$ cat src/rtl/mem_arbiter_if.sv
// Bus bundle for mem_arbiter: fetch port, data port and unified memory port.
// The arbiter takes the slave view; the core/memory environment takes master.
interface mem_arbiter_if;
  logic        f_req_valid;
  logic        f_req_ready;
  logic [31:0] f_addr;
  logic        f_rsp_valid;
  logic [31:0] f_rdata;

  logic        d_req_valid;
  logic        d_req_ready;
  logic [31:0] d_addr;
  logic        d_we;
  logic [31:0] d_wdata;
  logic [3:0]  d_wstrb;
  logic        d_rsp_valid;
  logic [31:0] d_rdata;

  logic        mem_req;
  logic        mem_gnt;
  logic [31:0] mem_addr;
  logic        mem_we;
  logic [31:0] mem_wdata;
  logic [3:0]  mem_wstrb;
  logic        mem_rvalid;
  logic [31:0] mem_rdata;

  modport slave (
    input  f_req_valid, f_addr,
    output f_req_ready, f_rsp_valid, f_rdata,
    input  d_req_valid, d_addr, d_we, d_wdata, d_wstrb,
    output d_req_ready, d_rsp_valid, d_rdata,
    output mem_req, mem_addr, mem_we, mem_wdata, mem_wstrb,
    input  mem_gnt, mem_rvalid, mem_rdata
  );

  modport master (
    output f_req_valid, f_addr,
    input  f_req_ready, f_rsp_valid, f_rdata,
    output d_req_valid, d_addr, d_we, d_wdata, d_wstrb,
    input  d_req_ready, d_rsp_valid, d_rdata,
    input  mem_req, mem_addr, mem_we, mem_wdata, mem_wstrb,
    output mem_gnt, mem_rvalid, mem_rdata
  );
endinterface

$ cat src/rtl/mem_arbiter.sv
// Fetch/LSU arbiter onto a single-port unified memory, one txn in flight.
// Define STARVE_GUARD_EN to let fetch win after MAX_WAIT lost arbitrations.
module mem_arbiter #(
  parameter int unsigned MAX_WAIT = 4
) (
  input logic         clk,
  input logic         reset,
  mem_arbiter_if.slave bus
);

  localparam logic [1:0] S_IDLE  = 2'd0;
  localparam logic [1:0] S_ISSUE = 2'd1;
  localparam logic [1:0] S_WAIT  = 2'd2;

  localparam logic OWN_F = 1'b0;
  localparam logic OWN_D = 1'b1;

  if (MAX_WAIT < 1 || MAX_WAIT > 255) begin : g_bad_max_wait
    $error("mem_arbiter: MAX_WAIT must be in 1..255");
  end

  logic [1:0]  state_q, state_d;
  logic        owner_q, owner_d;
  logic [31:0] addr_q, addr_d;
  logic        we_q, we_d;
  logic [31:0] wdata_q, wdata_d;
  logic [3:0]  wstrb_q, wstrb_d;
  logic        f_rsp_q, f_rsp_d;
  logic        d_rsp_q, d_rsp_d;
  logic [31:0] f_rdata_q, f_rdata_d;
  logic [31:0] d_rdata_q, d_rdata_d;
  logic        sel_d;
  logic        any_req;
  logic        grant;

  assign any_req = bus.f_req_valid | bus.d_req_valid;

`ifdef STARVE_GUARD_EN
  localparam logic [7:0] MaxWait = 8'(MAX_WAIT);

  logic [7:0] starve_q, starve_d;

  // Fetch overrides data once it has lost MAX_WAIT times in a row.
  always_comb begin
    sel_d = bus.d_req_valid;
    if (bus.f_req_valid && starve_q == MaxWait)
      sel_d = 1'b0;
  end

  always_comb begin
    starve_d = starve_q;
    if (state_q == S_IDLE && any_req) begin
      if (!sel_d)
        starve_d = '0;
      else if (bus.f_req_valid && starve_q != MaxWait)
        starve_d = starve_q + 8'd1;
    end
  end

  always_ff @(posedge clk) begin
    if (reset) starve_q <= '0;
    else       starve_q <= starve_d;
  end
`else
  always_comb sel_d = bus.d_req_valid;
`endif

  assign bus.mem_req   = (state_q == S_ISSUE);
  assign bus.mem_addr  = addr_q;
  assign bus.mem_we    = we_q;
  assign bus.mem_wdata = wdata_q;
  assign bus.mem_wstrb = wstrb_q;

  assign grant           = bus.mem_req & bus.mem_gnt;
  assign bus.f_req_ready = grant & (owner_q == OWN_F);
  assign bus.d_req_ready = grant & (owner_q == OWN_D);

  assign bus.f_rsp_valid = f_rsp_q;
  assign bus.d_rsp_valid = d_rsp_q;
  assign bus.f_rdata     = f_rdata_q;
  assign bus.d_rdata     = d_rdata_q;

  always_comb begin
    state_d   = state_q;
    owner_d   = owner_q;
    addr_d    = addr_q;
    we_d      = we_q;
    wdata_d   = wdata_q;
    wstrb_d   = wstrb_q;
    f_rsp_d   = 1'b0;
    d_rsp_d   = 1'b0;
    f_rdata_d = f_rdata_q;
    d_rdata_d = d_rdata_q;
    unique case (state_q)
      S_IDLE: begin
        if (any_req) begin
          state_d = S_ISSUE;
          if (sel_d) begin
            owner_d = OWN_D;
            addr_d  = bus.d_addr;
            we_d    = bus.d_we;
            wdata_d = bus.d_wdata;
            wstrb_d = bus.d_wstrb;
          end else begin
            owner_d = OWN_F;
            addr_d  = bus.f_addr;
            we_d    = 1'b0;
            wdata_d = '0;
            wstrb_d = '0;
          end
        end
      end
      S_ISSUE: begin
        if (bus.mem_gnt)
          state_d = S_WAIT;
      end
      S_WAIT: begin
        if (bus.mem_rvalid) begin
          state_d = S_IDLE;
          if (owner_q == OWN_D) begin
            d_rsp_d   = 1'b1;
            d_rdata_d = bus.mem_rdata;
          end else begin
            f_rsp_d   = 1'b1;
            f_rdata_d = bus.mem_rdata;
          end
        end
      end
      default: state_d = S_IDLE;
    endcase
  end

  always_ff @(posedge clk) begin
    if (reset) begin
      state_q   <= S_IDLE;
      owner_q   <= OWN_F;
      addr_q    <= '0;
      we_q      <= 1'b0;
      wdata_q   <= '0;
      wstrb_q   <= '0;
      f_rsp_q   <= 1'b0;
      d_rsp_q   <= 1'b0;
      f_rdata_q <= '0;
      d_rdata_q <= '0;
    end else begin
      state_q   <= state_d;
      owner_q   <= owner_d;
      addr_q    <= addr_d;
      we_q      <= we_d;
      wdata_q   <= wdata_d;
      wstrb_q   <= wstrb_d;
      f_rsp_q   <= f_rsp_d;
      d_rsp_q   <= d_rsp_d;
      f_rdata_q <= f_rdata_d;
      d_rdata_q <= d_rdata_d;
    end
  end

endmodule

$ cat src/flat_wrapper.sv
// flat-port wrapper written by rule: the top's interface ports become plain ports
module mem_arbiter_flat 
#(
  parameter int unsigned MAX_WAIT = 4
)
  (clk, reset, bus_f_req_valid, bus_f_addr, bus_f_req_ready, bus_f_rsp_valid, bus_f_rdata, bus_d_req_valid, bus_d_addr, bus_d_we, bus_d_wdata, bus_d_wstrb, bus_d_req_ready, bus_d_rsp_valid, bus_d_rdata, bus_mem_req, bus_mem_addr, bus_mem_we, bus_mem_wdata, bus_mem_wstrb, bus_mem_gnt, bus_mem_rvalid, bus_mem_rdata);
  mem_arbiter_if bus_i ();
  input logic clk;
  input logic reset;
  input wire logic [$bits(bus_i.f_req_valid)-1:0] bus_f_req_valid;
  input wire logic [$bits(bus_i.f_addr)-1:0] bus_f_addr;
  output wire logic [$bits(bus_i.f_req_ready)-1:0] bus_f_req_ready;
  output wire logic [$bits(bus_i.f_rsp_valid)-1:0] bus_f_rsp_valid;
  output wire logic [$bits(bus_i.f_rdata)-1:0] bus_f_rdata;
  input wire logic [$bits(bus_i.d_req_valid)-1:0] bus_d_req_valid;
  input wire logic [$bits(bus_i.d_addr)-1:0] bus_d_addr;
  input wire logic [$bits(bus_i.d_we)-1:0] bus_d_we;
  input wire logic [$bits(bus_i.d_wdata)-1:0] bus_d_wdata;
  input wire logic [$bits(bus_i.d_wstrb)-1:0] bus_d_wstrb;
  output wire logic [$bits(bus_i.d_req_ready)-1:0] bus_d_req_ready;
  output wire logic [$bits(bus_i.d_rsp_valid)-1:0] bus_d_rsp_valid;
  output wire logic [$bits(bus_i.d_rdata)-1:0] bus_d_rdata;
  output wire logic [$bits(bus_i.mem_req)-1:0] bus_mem_req;
  output wire logic [$bits(bus_i.mem_addr)-1:0] bus_mem_addr;
  output wire logic [$bits(bus_i.mem_we)-1:0] bus_mem_we;
  output wire logic [$bits(bus_i.mem_wdata)-1:0] bus_mem_wdata;
  output wire logic [$bits(bus_i.mem_wstrb)-1:0] bus_mem_wstrb;
  input wire logic [$bits(bus_i.mem_gnt)-1:0] bus_mem_gnt;
  input wire logic [$bits(bus_i.mem_rvalid)-1:0] bus_mem_rvalid;
  input wire logic [$bits(bus_i.mem_rdata)-1:0] bus_mem_rdata;
  assign bus_i.f_req_valid = bus_f_req_valid;
  assign bus_i.f_addr = bus_f_addr;
  assign bus_f_req_ready = bus_i.f_req_ready;
  assign bus_f_rsp_valid = bus_i.f_rsp_valid;
  assign bus_f_rdata = bus_i.f_rdata;
  assign bus_i.d_req_valid = bus_d_req_valid;
  assign bus_i.d_addr = bus_d_addr;
  assign bus_i.d_we = bus_d_we;
  assign bus_i.d_wdata = bus_d_wdata;
  assign bus_i.d_wstrb = bus_d_wstrb;
  assign bus_d_req_ready = bus_i.d_req_ready;
  assign bus_d_rsp_valid = bus_i.d_rsp_valid;
  assign bus_d_rdata = bus_i.d_rdata;
  assign bus_mem_req = bus_i.mem_req;
  assign bus_mem_addr = bus_i.mem_addr;
  assign bus_mem_we = bus_i.mem_we;
  assign bus_mem_wdata = bus_i.mem_wdata;
  assign bus_mem_wstrb = bus_i.mem_wstrb;
  assign bus_i.mem_gnt = bus_mem_gnt;
  assign bus_i.mem_rvalid = bus_mem_rvalid;
  assign bus_i.mem_rdata = bus_mem_rdata;
  mem_arbiter #(.MAX_WAIT(MAX_WAIT)) u_core (.clk(clk), .reset(reset), .bus(bus_i));
endmodule
$ cat config.mk
export PLATFORM = sky130hd
export DESIGN_NAME = mem_arbiter_flat
export DESIGN_NICKNAME = d
export VERILOG_FILES = /design/src/rtl/mem_arbiter_if.sv /design/src/rtl/mem_arbiter.sv /design/src/flat_wrapper.sv
export SDC_FILE = /design/constraint.sdc
export NUM_CORES = 1
export LEC_CHECK = 0
export ABC_AREA = 1
export CAP_MARGIN = 20
export CELL_PAD_IN_SITES_DETAIL_PLACEMENT = 2
export CELL_PAD_IN_SITES_GLOBAL_PLACEMENT = 2
export CORE_ASPECT_RATIO = 0.75
export CORE_UTILIZATION = 28
export CTS_CLUSTER_SIZE = 16
export DETAILED_ROUTE_END_ITERATION = 10
export DONT_BUFFER_PORTS = 1
export PLACE_DENSITY_LB_ADDON = 0.1
export SLEW_MARGIN = 25
export SYNTH_ARGS = -nofsm -noshare
export SYNTH_HDL_FRONTEND = slang
export SYNTH_SLANG_ARGS = --single-unit
$ cat constraint.sdc
create_clock -name clk -period 1.2 [get_ports clk]
set_clock_uncertainty 0.05 [all_clocks]
set_input_delay 0.18 -clock clk [delete_from_list [all_inputs] [get_ports clk]]
set_output_delay 0.18 -clock clk [all_outputs]
set_load 0.1 [all_outputs]
==> impl_results.md, run 1 <==
- Average cell area after synthesis: 6.46 sq um
- Synth cell count leaders: nand2_1 (332), nor2_1 (196), dfxtp_1 (138)
- Err: [ERROR DPL-0033] detailed placement checks failed during check placement.
- Share of the synthesized area in the top cell type: 47.2%
- Die Y: 127 um
- Final HPWL DP: 15900 um
- Hold-fix buffers, CTS: 114
- Top FF cell, synth: dfxtp_1
- Post-synth cell types: 19
- Setup Buffers After CTS: 39
- CTS Buf Count: 17
- FP Rows: 45
- Post-Syn Instances: 905
- H-tree Lvls: 4
- Exit stage: clock tree synthesis (4_1_cts)
- Seq/Total Area, Yosys: 47.2%
- Root Buffer: clkbuf_16
- Synth area leader: dfxtp_1
- Status: stopped before the end
- Area contributors post-synth: dfxtp_1 (47%), nand2_1 (21%), nor2_1 (13%), inv_1 (6.4%), a21oi_1 (3.4%)
- Number of buffers added on ports: 0
- Chip Width: 169 um
- Ports: 277
- Top-count cell post-synth: nand2_1
- Post-synth EDFFs: 0
- Synthesized area: 5850 sq um
- RePlAce Congestion: 0.728
- Ys Warns: 0
- Syn nets: 1044
- PostCTS Resize Cnt: 294
- Sink Count: 138
- Max Root-Sink Buffers: 2
- Starting Density: 28.8%
- Asr flop ratio synth: 0%
- FF+latch count, synth: 138
-- logic make-up after synthesis --
group           Yosys count  synth area share [%]
simple gates            571                  37.8
buf+inv                 156                  11.6
flops                   138                  47.2
compound gates           40                  3.42
-- through the flow --
| step | setup slack [ns] | std cells | setup TNS [ns] | cell area [sq um] | hold WS (ns) |
|---|---|---|---|---|---|
| detailed placement | -0.224 | 1285 | -11.40 | 8230 | 0.198 |
| floorplan | -0.592 | 905 | -1.32 | 6050 | 0.265 |
| global placement | -0.0863 | 1285 | -1.90 | 8230 | 0.196 |
==> run 2: changes to the inputs <==
- CELL_PAD_IN_SITES_DETAIL_PLACEMENT: 2 -> default
- CELL_PAD_IN_SITES_GLOBAL_PLACEMENT: 2 -> default
- CORE_ASPECT_RATIO: 0.75 -> default
- CORE_UTILIZATION: 28 -> 35
- CTS_CLUSTER_SIZE: 16 -> default
- PLACE_DENSITY_LB_ADDON: 0.1 -> 0.15
- clock period: 1.2 -> 1.55 ns (I/O delays scaled with it)
==> run 2 against run 1 <==
Compared with the run above: the flow now finishes, with violations (negative setup slack); synthesized cell count did not move; synthesized area did not move.
==> impl_results.md, run 2 <==
- Status: finished with violations (was stopped before the end)
- Failing checks: negative setup slack
- CP dominant cell by count: nor2_4
- Number of buffers added on ports: 0 (unchanged)
- Final hold violation count: 0
- Switching Share: 35.0%
- Multiplexer share of the synthesized area: 0% (unchanged)
- CTS Buf Count: 17 (unchanged)
- Most common cell after layout, fill and taps aside: nand2_1
- FF+latch count, synth: 138 (unchanged)
- Via density: 4.30
- Worst EP arrival: 1.29 ns
- DRC violations left: 0
- Post-Synth Simple-Gate Area: 37.8% (unchanged)
- Clk slew on worst S/H paths: 0.06 ns
- CP startpoint kind: register
- Max Root-Sink Buffers: 2 (unchanged)
- Average cell area after synthesis: 6.46 sq um (unchanged)
- Post-synthesis xor/xnor area fraction: 0% (unchanged)
- Synth area leader: dfxtp_1 (unchanged)
- Final Max Slew Viols: 0
- CP delay by family, top: flip-flops
- Final HPWL DP: 10300 um (was 15900 um)
- Pin count of the biggest net entering global routing: 66
- Routed Antenna Nets: 0
- Critical Path Start: u_core.state_q[0]
- Area delta synth->final: 47.1%
- Flop pwr share: 35.3%
- Top-count cell post-synth: nand2_1 (unchanged)
- DR WL/cell: 12.1 um
- Synth Area in Compound Gates: 3.42% (unchanged)
- CTS tree: yes
- Routed WL: 16100 um
- Final period util: 101%
- Final WS setup: -0.0196 ns
- Net Sw Power: 3.80 mW
- Peak supply drop: 0.731 mV
- Area contributors post-synth: dfxtp_1 (47%), nand2_1 (21%), nor2_1 (13%), inv_1 (6.4%), a21oi_1 (3.4%) (unchanged)
- Die Y: 131 um (was 127 um)
- Synth cell count leaders: nand2_1 (332), nor2_1 (196), dfxtp_1 (138) (unchanged)
- RePlAce Congestion: 0.787 (was 0.728)
- Root Buffer: clkbuf_16 (unchanged)
- Commonest non-fill, non-tap cells in the layout: nand2_1 (331), nor2_1 (193), buf_4 (140)
- Critical path cell sequence: inv_2 > nor2_4 > nand2_4 > nor2_4 > buf_12
- GR Overflow Total: 0
- Number of diodes: 0
- Power share of the combinational group: 25.7%
- Vias: 5746
- Chip Width: 131 um (was 169 um)
- Synth Area in Adders: 0% (unchanged)
- FP Rows: 46 (was 45)
- Max Cap Viol: 0
- Largest family of logic cells by synthesized area: simple AND/OR/NAND/NOR gates (unchanged)
- First-pass GRT wire length: 25900 um
- R2R Path Start: u_core.state_q[0]
- Final period demand of the worst path: 1.57 ns
- Share of the synthesized area in the top cell type: 47.2% (unchanged)
- Core area: 16100 sq um
- Vias in the first global route: 5199
- Post-Syn Instances: 905 (unchanged)
- Unrepaired setup endpoints after global routing: yes
- Syn nets: 1044 (unchanged)
- Layout cells sized above 1: 17.4%
- Post-layout nets: 1246
- Req. time, crit path: 1.27 ns
- WHS: 0.0110 ns
- Seq/Total Area, Yosys: 47.2% (unchanged)
- Asr flop ratio synth: 0% (unchanged)
- Worst skew pair latency: 0.41 ns
- Starting Density: 36.3% (was 28.8%)
- Pwr Density: 1260 nW/um^2
- Post-synth EDFFs: 0 (unchanged)
- Post-layout util: 53.4%
- First-pass iteration count of the detailed router: 5
- Buffers and inverters on the worst path: 2
- Ports: 277 (unchanged)
- Top FF cell, synth: dfxtp_1 (unchanged)
- Clock Power Share: 39.0%
- Total die area: 17200 sq um
- Max-slew headroom: 79.1%
- Total leakage power: 4.37 nW
- Hold Crit Class: input port to register
- Antenna violations before repair: 0
- Max incr delay on CP: 0.34 ns
- Crit Path Category: register to output pin
- Ys Warns: 0 (unchanged)
- Peak Freq: 637 MHz
- Critical path peak fanout: 3
- Hold path start: bus_f_addr[15]
- Synthesized area: 5850 sq um (unchanged)
- Int Pwr: 7.07 mW
- Post-place setup slack: 0.206 ns (was -0.224 ns)
- Crit path max-delay cell type: dfxtp_2
- H-tree Lvls: 4 (unchanged)
- Setup-failing EPs final: 2
- CP endpoint kind: output pin
- Sink Count: 138 (unchanged)
- Least-Margin Pin Slew: 0.313 ns
- GRT Overall Usage: 18.7%
- 1st-iter DRT viols: 285
- Post-synth cell types: 19 (unchanged)
==> run 2: cell counts after synthesis <==
Identical to the previous run, type by type.
==> run 2: final cells by class <==
class	count	area (sq um)
Clock buffer	19	453
Multi-Input combinational cell	611	2440
Tap cell	216	270
Sequential cell	138	2770
Timing Repair Buffer	237	2120
Clock inverter	13	164
Fill cell	1611	7510
Inverter	102	385
==> run 2: through the flow <==
step                area, sq um  total power [mW]  setup TNS [ns]  instances
finish                     8600              10.9         -0.0364       1336
floorplan                  5880              6.04          -0.566        905
global placement           7070              6.46               0       1214
detailed placement         7070              6.47               0       1214
CTS                        8600              11.0         -0.0972       1336
global route               8600              11.3          -0.255       1336
==> run 2: logic make-up (layout without fill, tap and decap cells) <==
| kind of cell | count (synthesis) | count (layout) |
|---|---|---|
| flops | 138 | 138 |
| simple gates | 571 | 571 |
| compound gates | 40 | 40 |
| buf+inv | 156 | 371 |
==> run 2: what timing repair did <==
action,in CTS,in global routing
endpoints found under the hold margin,116,0
hold buffers,89,0
resized for setup,1,0
setup endpoints to repair,3,3
pin swaps,2,0
setup buffers,1,0
==> run 2: power groups by stage <==
stage	sequential (mW)	clock [mW]	combinational [mW]
after floorplan	5.29	0	0.742
after global placement	3.91	0	2.55
after detailed placement	3.91	0	2.56
after CTS	3.84	4.35	2.80
after global routing	3.86	4.50	2.95
final	3.84	4.24	2.80
==> run 2: path summary, 6_finish.rpt <==
check,depth (start not counted),endpoint,slack (ns)
setup / recovery,5,bus_d_req_ready,-0.02
hold / removal,4,u_core.bus.mem_addr[15],0.01
setup reg to reg,5,u_core.state_q[1],0.16
hold reg to reg,2,u_core.bus.mem_wdata[20],0.41
==> run 2: layer usage <==
layer	vias to the layer above	part of all wire (%)	GRT usage [%]
met5	-	0	0
met4	0	1.6	6.27
met3	22	7.5	6.29
met2	199	46	30.9
met1	2460	45	22.6
li1	3065	-	-
==> run 2: tightest hold or removal path, cell delays in order <==
cell and delay, ns:
nand2_1 0.03, nand2_1 0.05, nor2_1 0.04, nor2_1 0.09
Note: power is estimated with default switching activity, not from simulation.
==> run 3: changes to the inputs <==
- TNS_END_PERCENT: default -> 20
==> run 3 against run 2 <==
Compared with the run above: maximum frequency shrank 0.26%; critical endpoint is now bus_f_req_ready; global-route usage hardly changed; largest power group unchanged; non-clock buffer count up 1; clock power down 6.8%; highest routed layer unchanged; the flow still finishes with violations (negative setup slack); wire length rose by 0.27%; core utilization is 0.13 points lower.
==> impl_results.md, run 3 (same netlist as run 2, synthesis figures left out) <==
- Status: finished with violations (unchanged)
- Failing checks: negative setup slack (unchanged)
- Fillcell total: 1620 (was 1611)
- Pwr Density: 1240 nW/um^2 (was 1260 nW/um^2)
- Final period util: 102% (was 101%)
- Final WS setup: -0.0237 ns (was -0.0196 ns)
- Total leakage power: 4.35 nW (was 4.37 nW)
- Crit Path Category: register to output pin (unchanged)
- Core area: 16100 sq um (unchanged)
- Reg2reg path depth: 5 (unchanged)
- Routed WL: 16200 um (was 16100 um)
- Final HPWL DP: 10300 um (about the same)
- Total die area: 17200 sq um (unchanged)
- R2R Path Start: u_core.state_q[0] (unchanged)
- Final period demand of the worst path: 1.57 ns (about the same)
- DR WL/cell: 12.1 um (about the same)
- Int Pwr: 6.92 mW (was 7.07 mW)
- Post-layout util: 53.3% (was 53.4%)
- Met3 usage: 6.71% (was 6.29%)
- Max incr delay on CP: 0.33 ns (was 0.34 ns)
- CP dominant cell by count: nor2_4 (unchanged)
- Switching Share: 34.7% (was 35.0%)
- Max-slew headroom: 73.2% (was 79.1%)
- Worst hold path cell count: 4 (unchanged)
- Area delta synth->final: 46.7% (was 47.1%)
- Commonest non-fill, non-tap cells in the layout: nand2_1 (331), nor2_1 (193), buf_4 (138) (was nand2_1 (331), nor2_1 (193), buf_4 (140))
- CP delay by family, top: flip-flops (unchanged)
- Final hold violation count: 0 (unchanged)
- Unrepaired setup endpoints after global routing: yes (unchanged)
- Combined area of the multi-input logic cells: 2440 sq um (unchanged)
- H-tree Lvls: 4 (unchanged)
- Grt peak-use layer: met2 (unchanged)
- Antenna violations before repair: 0 (unchanged)
- Clock Power Share: 37.3% (was 39.0%)
- FP Rows: 46 (unchanged)
- Worst EP arrival: 1.29 ns (about the same)
- Vias in the first global route: 5216 (was 5199)
- Clk slew on worst S/H paths: 0.06 ns (about the same)
- Max Root-Sink Buffers: 2 (unchanged)
- Peak Freq: 635 MHz (was 637 MHz)
- Crit path max-delay cell type: dfxtp_2 (unchanged)
- Hold path start: bus_d_addr[13] (was bus_f_addr[15])
- Vias: 5763 (was 5746)
- CTS tree: yes (unchanged)
- Setup_tns: -0.0382 ns (was -0.0364 ns)
- First-pass GRT wire length: 25900 um (about the same)
- Sequential cell area: 2770 sq um (unchanged)
- Pin count of the biggest net entering global routing: 66 (unchanged)
- Hold Crit Class: input port to register (unchanged)
- Chip Width: 131 um (unchanged)
- GR Layer Usage met2: 29.9% (was 30.9%)
- Reg-to-reg slack, setup: 0.16 ns (about the same)
- Net Sw Power: 3.68 mW (was 3.80 mW)
- GR Overflow Total: 0 (unchanged)
- CP startpoint kind: register (unchanged)
- Max Cap Viol: 0 (unchanged)
- Peak supply drop: 0.830 mV (was 0.731 mV)
- Critical path peak fanout: 3 (unchanged)
- Die Y: 131 um (unchanged)
- Most common cell after layout, fill and taps aside: nand2_1 (unchanged)
- Number of buffers added on ports: 0 (unchanged)
- Root Buffer: clkbuf_16 (unchanged)
- Routed Antenna Nets: 0 (unchanged)
- 1st-iter DRT viols: 264 (was 285)
- Critical path cell sequence: inv_2 > nor2_4 > nand2_4 > nor2_4 > buf_12 (unchanged)
- Least-Margin Pin Slew: 0.402 ns (was 0.313 ns)
- Power share of the combinational group: 26.5% (was 25.7%)
- Worst skew pair latency: 0.42 ns (was 0.41 ns)
- Met1 Resource Use GR: 22.6% (about the same)
- Via density: 4.32 (was 4.30)
- CTS Buf Count: 17 (unchanged)
- Flop pwr share: 36.2% (was 35.3%)
- Worst Hold Endpoint: u_core.bus.mem_addr[13] (was u_core.bus.mem_addr[15])
- DRC violations left: 0 (unchanged)
- First-pass iteration count of the detailed router: 4 (was 5)
- Final Max Slew Viols: 0 (unchanged)
- Setup-failing EPs final: 2 (unchanged)
- Worst reg2reg endpoint: u_core.state_q[1] (unchanged)
- Layout cells sized above 1: 16.9% (was 17.4%)
- Buffers and inverters on the worst path: 2 (unchanged)
- Req. time, crit path: 1.27 ns (about the same)
- Ports: 277 (unchanged)
- CP endpoint kind: output pin (unchanged)
- Sink Count: 138 (unchanged)
- RePlAce Congestion: 0.787 (about the same)
- Post-layout nets: 1247 (was 1246)
- Starting Density: 36.3% (unchanged)
- GRT Overall Usage: 18.7% (about the same)
- Number of diodes: 0 (unchanged)
run 3: cell count changes in the layout (fill, tap and decap cells not counted):
cell,delta
inv_6,-4
clkbuf_1,+3
buf_4,-2
dlygate4sd3_1,+2
buf_12,+1
bufinv_16,-1
clkbuf_8,+1
clkinv_2,-1
clkinv_4,-1
clkinvlp_4,+1
run 3: tightest hold or removal path, cell delays in order:
cell and delay (ns):
nand2_1 0.03, nand2_1 0.06, nor2_1 0.04, nor2_1 0.08
run 3: how the worst max path moves through the flow:
| stage | slack (ns) | startpoint | to | cells after the start |
|---|---|---|---|---|
| 6_report | -0.02 | u_core.state_q[0] | bus_f_req_ready | 5 |
| 5_1_grt | -0.09 | u_core.state_q[0] | bus_f_req_ready | 5 |
| 4_1_cts | -0.06 | u_core.state_q[0] | bus_f_req_ready | 5 |
| 3_5_place_dp | 0.21 | u_core.state_q[1] | u_core.bus.f_rdata[17] | 6 |
| 3_3_place_gp | 0.22 | u_core.state_q[1] | u_core.bus.f_rdata[31] | 6 |
| 2_1_floorplan | -0.29 | u_core.state_q[0] | bus_d_req_ready | 4 |
run 3: layout make-up:
cell class                      count  share of cell area, %
Clock buffer                       23                   5.57
Multi-Input combinational cell    611                   28.5
Tap cell                          216                   3.15
Timing Repair Buffer              238                   25.0
Inverter                          102                   4.49
Sequential cell                   138                   32.2
Clock inverter                      7                   1.08
run 3: stage by stage:
| stage | worst slack (ns) | area [sq um] | total power, mW | cells | hold WS [ns] |
|---|---|---|---|---|---|
| after global placement | 0.222 | 7080 | 6.48 | 1214 | 0.253 |
| after CTS | -0.0592 | 8580 | 10.7 | 1335 | 0.000835 |
| after floorplan | -0.294 | 5880 | 6.04 | 905 | 0.317 |
| after global routing | -0.0862 | 8580 | 11.0 | 1335 | 0.0118 |
| final | -0.0237 | 8580 | 10.6 | 1335 | 0.00600 |
| after detailed placement | 0.206 | 7080 | 6.48 | 1214 | 0.253 |
run 3: repair_timing:
| item | 4_1_cts | 5_1_grt |
|---|---|---|
| setup buffers | 0 | 0 |
| gates resized for setup | 1 | 0 |
| endpoints found under the setup margin | 3 | 3 |
| hold buffers | 91 | 0 |
| pin swaps | 2 | 0 |
| hold endpoints to repair | 117 | 0 |
run 3: routing by layer:
layer / vias to the layer above / wire length, um
li1: 3070 / -
met4: 0 / 373
met1: 2431 / 7090
met5: - / 0
met2: 233 / 7360
met3: 29 / 1360
run 3: power by group through the flow:
stage | clock network, mW | registers (mW) | logic [mW]
2_1_floorplan | 0 | 5.29 | 0.742
3_3_place_gp | 0 | 3.91 | 2.57
3_5_place_dp | 0 | 3.92 | 2.56
4_1_cts | 4.03 | 3.84 | 2.82
5_1_grt | 4.20 | 3.86 | 2.97
6_report | 3.95 | 3.84 | 2.81
